`src/rtl/sprite_line_fetch.sv`:
```
// Sprite line fetch controller: copies one sprite row per horizontal blank into a
// local line buffer, serves registered pixel lookups, and arbitrates the RAM write port.
module sprite_line_fetch #(
    parameter int          SPR_W      = 20,
    parameter int          SPR_H      = 40,
    parameter int          FRAMES     = 4,
    parameter int          ADDR_W     = 19,
    parameter logic [3:0]  TRANSP_IDX = 4'h0
) (
    input  logic                      CLK,
    input  logic                      RESET,
    input  logic                      line_start,
    input  logic [9:0]                next_y,
    input  logic [9:0]                sprite_x,
    input  logic [9:0]                sprite_y,
    input  logic [$clog2(FRAMES)-1:0] frame_sel,
    input  logic                      flip_h,
    input  logic [9:0]                draw_x,
    output logic [ADDR_W-1:0]         ram_read_addr,
    input  logic [3:0]                ram_data,
    output logic                      ram_we,
    output logic [ADDR_W-1:0]         ram_write_addr,
    output logic [3:0]                ram_wdata,
    input  logic                      ld_req,
    input  logic [ADDR_W-1:0]         ld_addr,
    input  logic [3:0]                ld_data,
    output logic                      ld_ack,
    output logic                      pix_on,
    output logic [3:0]                pix_idx,
    output logic                      busy,
    output logic                      overrun
);

    localparam int IDX_W = $clog2(SPR_W);
    localparam logic [ADDR_W-1:0] FRAME_WORDS = ADDR_W'(SPR_W * SPR_H);
    localparam logic [ADDR_W-1:0] ROW_WORDS   = ADDR_W'(SPR_W);
    localparam logic [IDX_W-1:0]  LAST_IDX    = IDX_W'(SPR_W - 1);

    typedef enum logic [1:0] {IDLE, FETCH, DRAIN} state_t;

    state_t            state_q;
    logic [IDX_W-1:0]  cnt_q;
    logic [ADDR_W-1:0] addr_q;
    logic              cap_q;
    logic [IDX_W-1:0]  capcnt_q;
    logic              row_valid_q;
    logic              ovr_q;
    logic [9:0]        sx_q;
    logic              flip_q;
    logic              pix_on_q;
    logic [3:0]        pix_idx_q;

    logic [3:0]        linebuf [SPR_W];

    logic [10:0]       row_d;
    logic              row_hit_d;
    logic [ADDR_W-1:0] base_d;
    logic [10:0]       col_d;
    logic              col_hit_d;
    logic [IDX_W-1:0]  col_idx_d;
    logic [3:0]        lb_rd_d;
    logic              pix_hit_d;
    logic [IDX_W-1:0]  wr_idx_d;

    // Row and column offsets are 11-bit two's complement; bit 10 flags "before sprite".
    always_comb begin
        row_d     = {1'b0, next_y} - {1'b0, sprite_y};
        row_hit_d = !row_d[10] && (row_d[9:0] < 10'(SPR_H));
        base_d    = ADDR_W'(frame_sel) * FRAME_WORDS + ADDR_W'(row_d[9:0]) * ROW_WORDS;

        col_d     = {1'b0, draw_x} - {1'b0, sx_q};
        col_hit_d = !col_d[10] && (col_d[9:0] < 10'(SPR_W));
        col_idx_d = col_d[IDX_W-1:0];
        lb_rd_d   = col_hit_d ? linebuf[col_idx_d] : TRANSP_IDX;
        pix_hit_d = row_valid_q && col_hit_d && (lb_rd_d != TRANSP_IDX);

        wr_idx_d  = flip_q ? (LAST_IDX - capcnt_q) : capcnt_q;
    end

    always_ff @(posedge CLK or posedge RESET) begin
        if (RESET) begin
            state_q     <= IDLE;
            cnt_q       <= '0;
            addr_q      <= '0;
            cap_q       <= 1'b0;
            capcnt_q    <= '0;
            row_valid_q <= 1'b0;
            ovr_q       <= 1'b0;
            sx_q        <= '0;
            flip_q      <= 1'b0;
        end else begin
            // Read data lags the address by one cycle, so the buffer write index lags too.
            cap_q    <= (state_q == FETCH);
            capcnt_q <= cnt_q;
            if (line_start && state_q != IDLE) begin
                ovr_q <= 1'b1;
            end
            case (state_q)
                IDLE: begin
                    if (line_start) begin
                        sx_q        <= sprite_x;
                        flip_q      <= flip_h;
                        row_valid_q <= 1'b0;
                        if (row_hit_d) begin
                            addr_q  <= base_d;
                            cnt_q   <= '0;
                            state_q <= FETCH;
                        end
                    end
                end
                FETCH: begin
                    if (cnt_q == LAST_IDX) begin
                        state_q <= DRAIN;
                    end else begin
                        cnt_q  <= cnt_q + 1'b1;
                        addr_q <= addr_q + 1'b1;
                    end
                end
                DRAIN: begin
                    row_valid_q <= 1'b1;
                    state_q     <= IDLE;
                end
                default: state_q <= IDLE;
            endcase
        end
    end

    always_ff @(posedge CLK) begin
        if (cap_q) begin
            linebuf[wr_idx_d] <= ram_data;
        end
    end

    always_ff @(posedge CLK or posedge RESET) begin
        if (RESET) begin
            pix_on_q  <= 1'b0;
            pix_idx_q <= '0;
        end else begin
            pix_on_q  <= pix_hit_d;
            pix_idx_q <= pix_hit_d ? lb_rd_d : '0;
        end
    end

    assign ld_ack         = ld_req && (state_q == IDLE) && !line_start;
    assign ram_we         = ld_ack;
    assign ram_write_addr = ld_addr;
    assign ram_wdata      = ld_data;
    assign ram_read_addr  = addr_q;
    assign busy           = (state_q != IDLE);
    assign overrun        = ovr_q;
    assign pix_on         = pix_on_q;
    assign pix_idx        = pix_idx_q;

endmodule

```
`config.mk`:
```
export PLATFORM = sky130hd
export DESIGN_NAME = sprite_line_fetch
export DESIGN_NICKNAME = d
export VERILOG_FILES = /design/src/rtl/sprite_line_fetch.sv
export SDC_FILE = /design/constraint.sdc
export NUM_CORES = 1
export LEC_CHECK = 0
export BUFFER_PORTS_ARGS = -buffer_cell sky130_fd_sc_hd__buf_4
export CORE_ASPECT_RATIO = 1.25
export CORE_MARGIN = 5
export CORE_UTILIZATION = 45
export DETAILED_ROUTE_END_ITERATION = 16
export HOLD_SLACK_MARGIN = 0.05
export PLACE_DENSITY = 0.73
export SLEW_MARGIN = 40
export SYNTH_ARGS = -nofsm -noshare
export SYNTH_HDL_FRONTEND = slang
export SYNTH_SLANG_ARGS = --single-unit
```
`constraint.sdc`:
```
create_clock -name CLK -period 2.55 [get_ports CLK]
set_clock_uncertainty 0.05 [all_clocks]
set_input_delay 0 -clock CLK [delete_from_list [all_inputs] [get_ports CLK]]
set_output_delay 0 -clock CLK [all_outputs]
set_load 0.01 [all_outputs]
```
# Word level (Yosys, flattened, before mapping)

Memories as Yosys holds them, arrays and structs flattened.
Cells that the tools add are included.

Register bits: 50
Bits in writable memories: 80
Input bits: 74
Output and inout bits: 51
Logic and storage cells: 67
Memories kept: 1

$add $sub $neg: 6
$mul: 2
Magnitude comparators: 2
Eq/ne operators: 7
Multiplexer cells: 19
Reductions and logical operators: 19

Memory list:

| memory  | depth | width | read ports | clocked after memory_dff | write ports | RTL line | RTL |
|---|---|---|---|---|---|---|---|
| linebuf | 20    | 4     | 1          | 0                        | 1           | 53       | `logic [3:0] linebuf [SPR_W];` |

Operator list:

| operator                                                                      | number |
|---|---|
| 19-bit two-way mux                                                            | 3 |
| 19-bit one-hot mux with 2 select lines                                        | 1 |
| 10-bit by 10-bit subtractor with 11-bit output                                | 2 |
| 5-bit two-way mux                                                             | 4 |
| 19-bit by 1-bit adder with 19-bit output, second input constant               | 1 |
| 12-bit by 15-bit adder with 16-bit output                                     | 1 |
| 10-bit by 3-bit multiplier with 13-bit output, second input constant          | 1 |
| 10-bit by 5-bit less-than comparator with 1-bit output, second input constant | 1 |
| 10-bit by 6-bit less-than comparator with 1-bit output, second input constant | 1 |
| 5-bit one-hot mux with 2 select lines                                         | 1 |
| 4-bit two-way mux                                                             | 2 |
| 1-bit logical AND                                                             | 7 |
| 2-bit by 5-bit multiplier with 7-bit output, second input constant            | 1 |
| 2-bit two-way mux                                                             | 3 |
| 2-bit != test, second input constant                                          | 3 |
| 2-bit nonzero test                                                            | 3 |
| 5-bit by 1-bit adder with 5-bit output, second input constant                 | 1 |
| 5-bit equality test, second input constant                                    | 1 |
| 5-bit subtractor, first input constant                                        | 1 |
| 2-bit one-hot mux with 2 select lines                                         | 1 |
| 2-bit AND reduction                                                           | 2 |
| 4-bit AND reduction                                                           | 1 |
| 4-bit nonzero test                                                            | 1 |
| 1-bit zero test                                                               | 3 |
| other kinds (7)                                                               | 9 |

# Logic depth before layout (Yosys ltp)

Word-level depth: 7
Mapped depth: 20

# Least setup slack after synthesis

No wires, ideal clock.

Path type: input port to flip-flop
Start: in next_y[0]
End: reg addr_q[14], in the netlist ram_read_addr[14]
Arrival: 3661 ps
Required time: 2413 ps
Setup slack: -1248 ps
Stages on the path: 18
Buffers on the path: 0
Cells stage by stage: inv_1 > ha_1 > fa_1 > nand2b_1 > a21oi_1 > xor2_1 > ha_1 > fa_1 > a21oi_1 > o21ai_0 > o21a_1 > nor2_1 > xnor2_1 > ha_1 > nand2_1 > o21ai_0 > or3b_1 > o211ai_1

Word-level cells in the longest chain between the ends: 6

RTL lines:

| what                                             | RTL line | RTL |
|---|---|---|
| start: declaration                               | 13       | `input logic [9:0] next_y,` |
| 10-bit by 10-bit subtractor with 11-bit output * | 67       | `row_d = {1'b0, next_y} - {1'b0, sprite_y};` |
| 10-bit by 3-bit multiplier with 13-bit output    | 69       | `base_d = ADDR_W'(frame_sel) * FRAME_WORDS + ADDR_W'(row_d[9:0]) * ROW_WORDS;` |
| 12-bit by 15-bit adder with 16-bit output        | 69       |  |
| 19-bit two-way mux                               | 104      | `if (row_hit_d) begin` |
| 19-bit two-way mux                               | 100      | `if (line_start) begin` |
| 19-bit one-hot mux with 2 select lines           | 98       | `case (state_q)` |
| end signal: assignment                           | 105      | `addr_q <= base_d;` |
| end signal: assignment                           | 116      | `addr_q <= addr_q + 1'b1;` |
| end: declaration                                 | 43       | `logic [ADDR_W-1:0] addr_q;` |

Mark *: on every way between the ends. The rest lies on a longest branch, timed or not. The select of a mux whose other input is x is not followed.
A chain may end at the register's enable or synchronous reset.

# Worst setup path in the final report

Start: in sprite_y[1]
End: reg addr_q[14], in the netlist ram_read_addr[14]

Word-level cells in the longest chain between the ends: 6

RTL lines:

| what                                             | RTL line | RTL |
|---|---|---|
| start: declaration                               | 15       | `input logic [9:0] sprite_y,` |
| 10-bit by 10-bit subtractor with 11-bit output * | 67       |  |
| 10-bit by 3-bit multiplier with 13-bit output    | 69       |  |
| 12-bit by 15-bit adder with 16-bit output        | 69       |  |
| 19-bit two-way mux                               | 104      |  |
| 19-bit two-way mux                               | 100      |  |
| 19-bit one-hot mux with 2 select lines           | 98       |  |

Marked as above.

==> run summary <==
GP Congestion: 0.881
Number of synthesized register bits: 130
Synth Flop Type: edfxtp_1
Non-Filler Instances: 1061
Final core utilization: 62.8%
Nets: 953
Reg clk slew, reported paths: 60 ps
RSZ-0062 raised after global routing: yes
Core ar.: 16200 um2
DR DRC count: 0
Worst setup margin: -938 ps
Die W: 125 um
Pre-Repair DR Iteration Count: 6
Max Buffers Root-to-Sink: 2
Share of cells above drive strength 1: 35.9%
Post-synth top area cell: edfxtp_1
Asr flop ratio synth: 38.5%
Syn Std Cell Area: 7390 um2
Most frequent CP cell: ha_1
H-tree lvl count: 4
Worst EP arrival: 3750 ps
CTS Sinks: 130
Routed wire length: 19400 um
Critical path required time: 2820 ps
WL/cell: 18.3 um
Post-synth EDFFs: 80
Vias/cell: 5.54
Fmax: 287 MHz
Total CTS buffers: 17
Max VDD drop: 0.810 mV
Pwr/cell area: 1100 nW/um2
Clock Latency Late Sink: 410 ps
Die height: 153 um
Cell Rows: 52
DR iter-0 viols: 308
GRT Total Usage: 19.1%
Failing checks: negative setup slack
Inst Count DP: 977
Io pins: 125
CP max-delay cell: fa_2
Logic gate share of total power: 53.1%
Sw Share: 38.1%
CTS tree: done
Internal Pwr Total: 6.90 mW
Detailed placement HPWL: 12900 um
Clk root buf: clkbuf_16
Detail Route Antenna Nets: 0
Syn_nets: 769
Final setup violation count: 9
Full die area: 19100 um2
Seq/Total Area, Yosys: 49.4%
Clock power frac: 20.3%
Antenna violations before repair: 0
Crit path largest cell delay: 420 ps
Post-route cell area: 10200 um2
Overflow after GRT: 0
CP Launch Type: primary input
Crit end category: flop
Ys Warns: 0
Port-buffer cells: 78
Status: finished with violations
Most frequent cell after synthesis: edfxtp_1
Number of global-route vias before repair: 6169
Worst path cell trace: buf_4 > inv_1 > ha_1 > nand2b_1 > a21oi_1 > xor2_1 > ha_1 > ha_2 > fa_2 > a21oi_2 > o21ai_2 > o21a_1 > nor2_2 > xnor2_1 > ha_1 > nand2_1 > o21ai_2 > or3b_1 > o211ai_1
Critical Path Fanout Max: 4
Fin. Hold Viols: 0
Largest net degree at the start of global routing: 31
Proportion of netlist area held by the largest area contributor: 32.5%
Lkg Pwr: 4.14 nW
N_diodes: 0
Initial Utilization: 45.6%
Final period util: 137%
Commonest cells in the netlist: edfxtp_1 (80), nor2_1 (66), nand2_1 (53), dfrtp_1 (50), inv_1 (44)
Worst hold path class: in2async
Synth Instances: 649
Worst slew pin tran: 528 ps
Register share of total power: 26.6%
Ranking of synthesized cells by area: edfxtp_1 (33%), dfrtp_1 (17%), ha_1 (7.1%)
Synth unique cells: 74
WHS: 119 ps
Slew Limit Headroom: 64.8%
Fin crit period: 3490 ps
Psw: 4.24 mW
CP Class: in2reg
Placed instance area: 8720 um2
Via count: 5882
MaxCap Viol Count: 0
Area delta synth->final: 37.6%
Global-route wire length before repair: 29800 um
Max Slew Vio Count: 0
Syn avg cell area: 11.4 um2
[layout by cell type (no fill, tap or decap), types with 5 or more instances in the layout]
cell and count:
nand2_1 52, buf_12 5, dlygate4sd3_1 40, nor2_1 61, o21ai_2 5, mux4_2 20, ha_4 8, nor2_2 5
clkbuf_16 17, mux2i_1 10, a21oi_4 5, a211oi_1 5, a21o_1 8, xnor2_1 9, o21ai_0 29, nand4_1 8
buf_4 150, o211ai_1 9, nor3_1 11, ha_1 32, buf_6 9, a21oi_1 17, nand3_1 15, dfrtp_1 50
inv_1 38, and3_1 5, xor2_1 12, a21oi_2 8, edfxtp_1 80, xnor2_4 5
[registers in the layout (all words and copies together) (netlist names)]
name / cells
cnt_q: 5
linebuf: 80
state_q: 2
pix_idx: 4
flip_q: 1
capcnt_q: 5
sx_q: 10
ram_read_addr: 19
cap_q: 1
overrun: 1
row_valid_q: 1
pix_on: 1
[area by class of cell]
cell class              instances  area (um2)
well taps                     216         270
repair buffers                204        1730
clock buffers                  17         425
multi-input cells             435        3780
flip-flops and latches        130        3650
fillers                      1184        6030
clock inverters                14         130
inverters                      45         186
[final timing paths]
kind,slack [ps],from,to,cells past startpoint
hold / removal,120,RESET,ram_read_addr[7],3
hold reg to reg,380,cnt_q[4],capcnt_q[4],0
setup reg to reg,110,sx_q[0],pix_on,9
max in group asynchronous,1540,RESET,pix_on,4
setup / recovery,-940,sprite_y[1],ram_read_addr[14],19
min in group CLK,170,draw_x[7],pix_on,5
[stage by stage]
stage / setup slack [ps] / TNS (ps) / power, mW
3_3_place_gp: -1140 / -8760 / 7.52
5_1_grt: -1090 / -6890 / 11.8
2_1_floorplan: -873 / -5410 / 6.06
3_5_place_dp: -1230 / -9930 / 7.70
4_1_cts: -691 / -4440 / 10.3
6_report: -938 / -5660 / 11.1
[worst max-delay path, delay by kind of cell]
kind | cells | cell delay, ps
fa+ha+maj | 5 | 1580
simple gates | 4 | 730
buf+inv | 2 | 130
compound gates | 6 | 970
xor+xnor | 2 | 330
[cells by family after synthesis]
logic type	Yosys count	synth area share, %
AO/OA/AOI/OAI	132	12.4
XOR/XNOR	33	4.11
buffers and inverters	84	5.74
flip-flops	130	49.4
AND/OR/NAND/NOR	189	12.0
multiplexers	35	8.16
adder cells (fa/ha/maj)	46	8.19
[metal layers]
layer | GRT usage, % | vias up | part of all wire, %
li1 | - | 2734 | -
met1 | 21.5 | 2903 | 38
met2 | 35.9 | 199 | 55
met3 | 3.39 | 46 | 4.2
met4 | 6.84 | 0 | 3.0
met5 | 0 | - | 0
[what timing repair did]
| action | CTS | global route |
|---|---|---|
| hold endpoints to repair | 136 | 0 |
| hold buffers | 40 | 0 |
| pin swaps | 23 | 47 |
| setup endpoints to repair | 14 | 14 |
| resized for setup | 15 | 54 |
| buffers inserted | 4 | 10 |
| cloned | 0 | 0 |
[power by group through the flow]
| stage | clock network [mW] | logic (mW) | registers, mW |
|---|---|---|---|
| finish | 2.26 | 5.91 | 2.96 |
| global route | 2.40 | 6.35 | 3.01 |
| CTS | 2.30 | 5.06 | 2.94 |
| detailed placement | 0 | 4.72 | 2.98 |
| global placement | 0 | 4.57 | 2.95 |
| floorplan | 0 | 3.11 | 2.94 |
(Power assumes the default switching activity.)
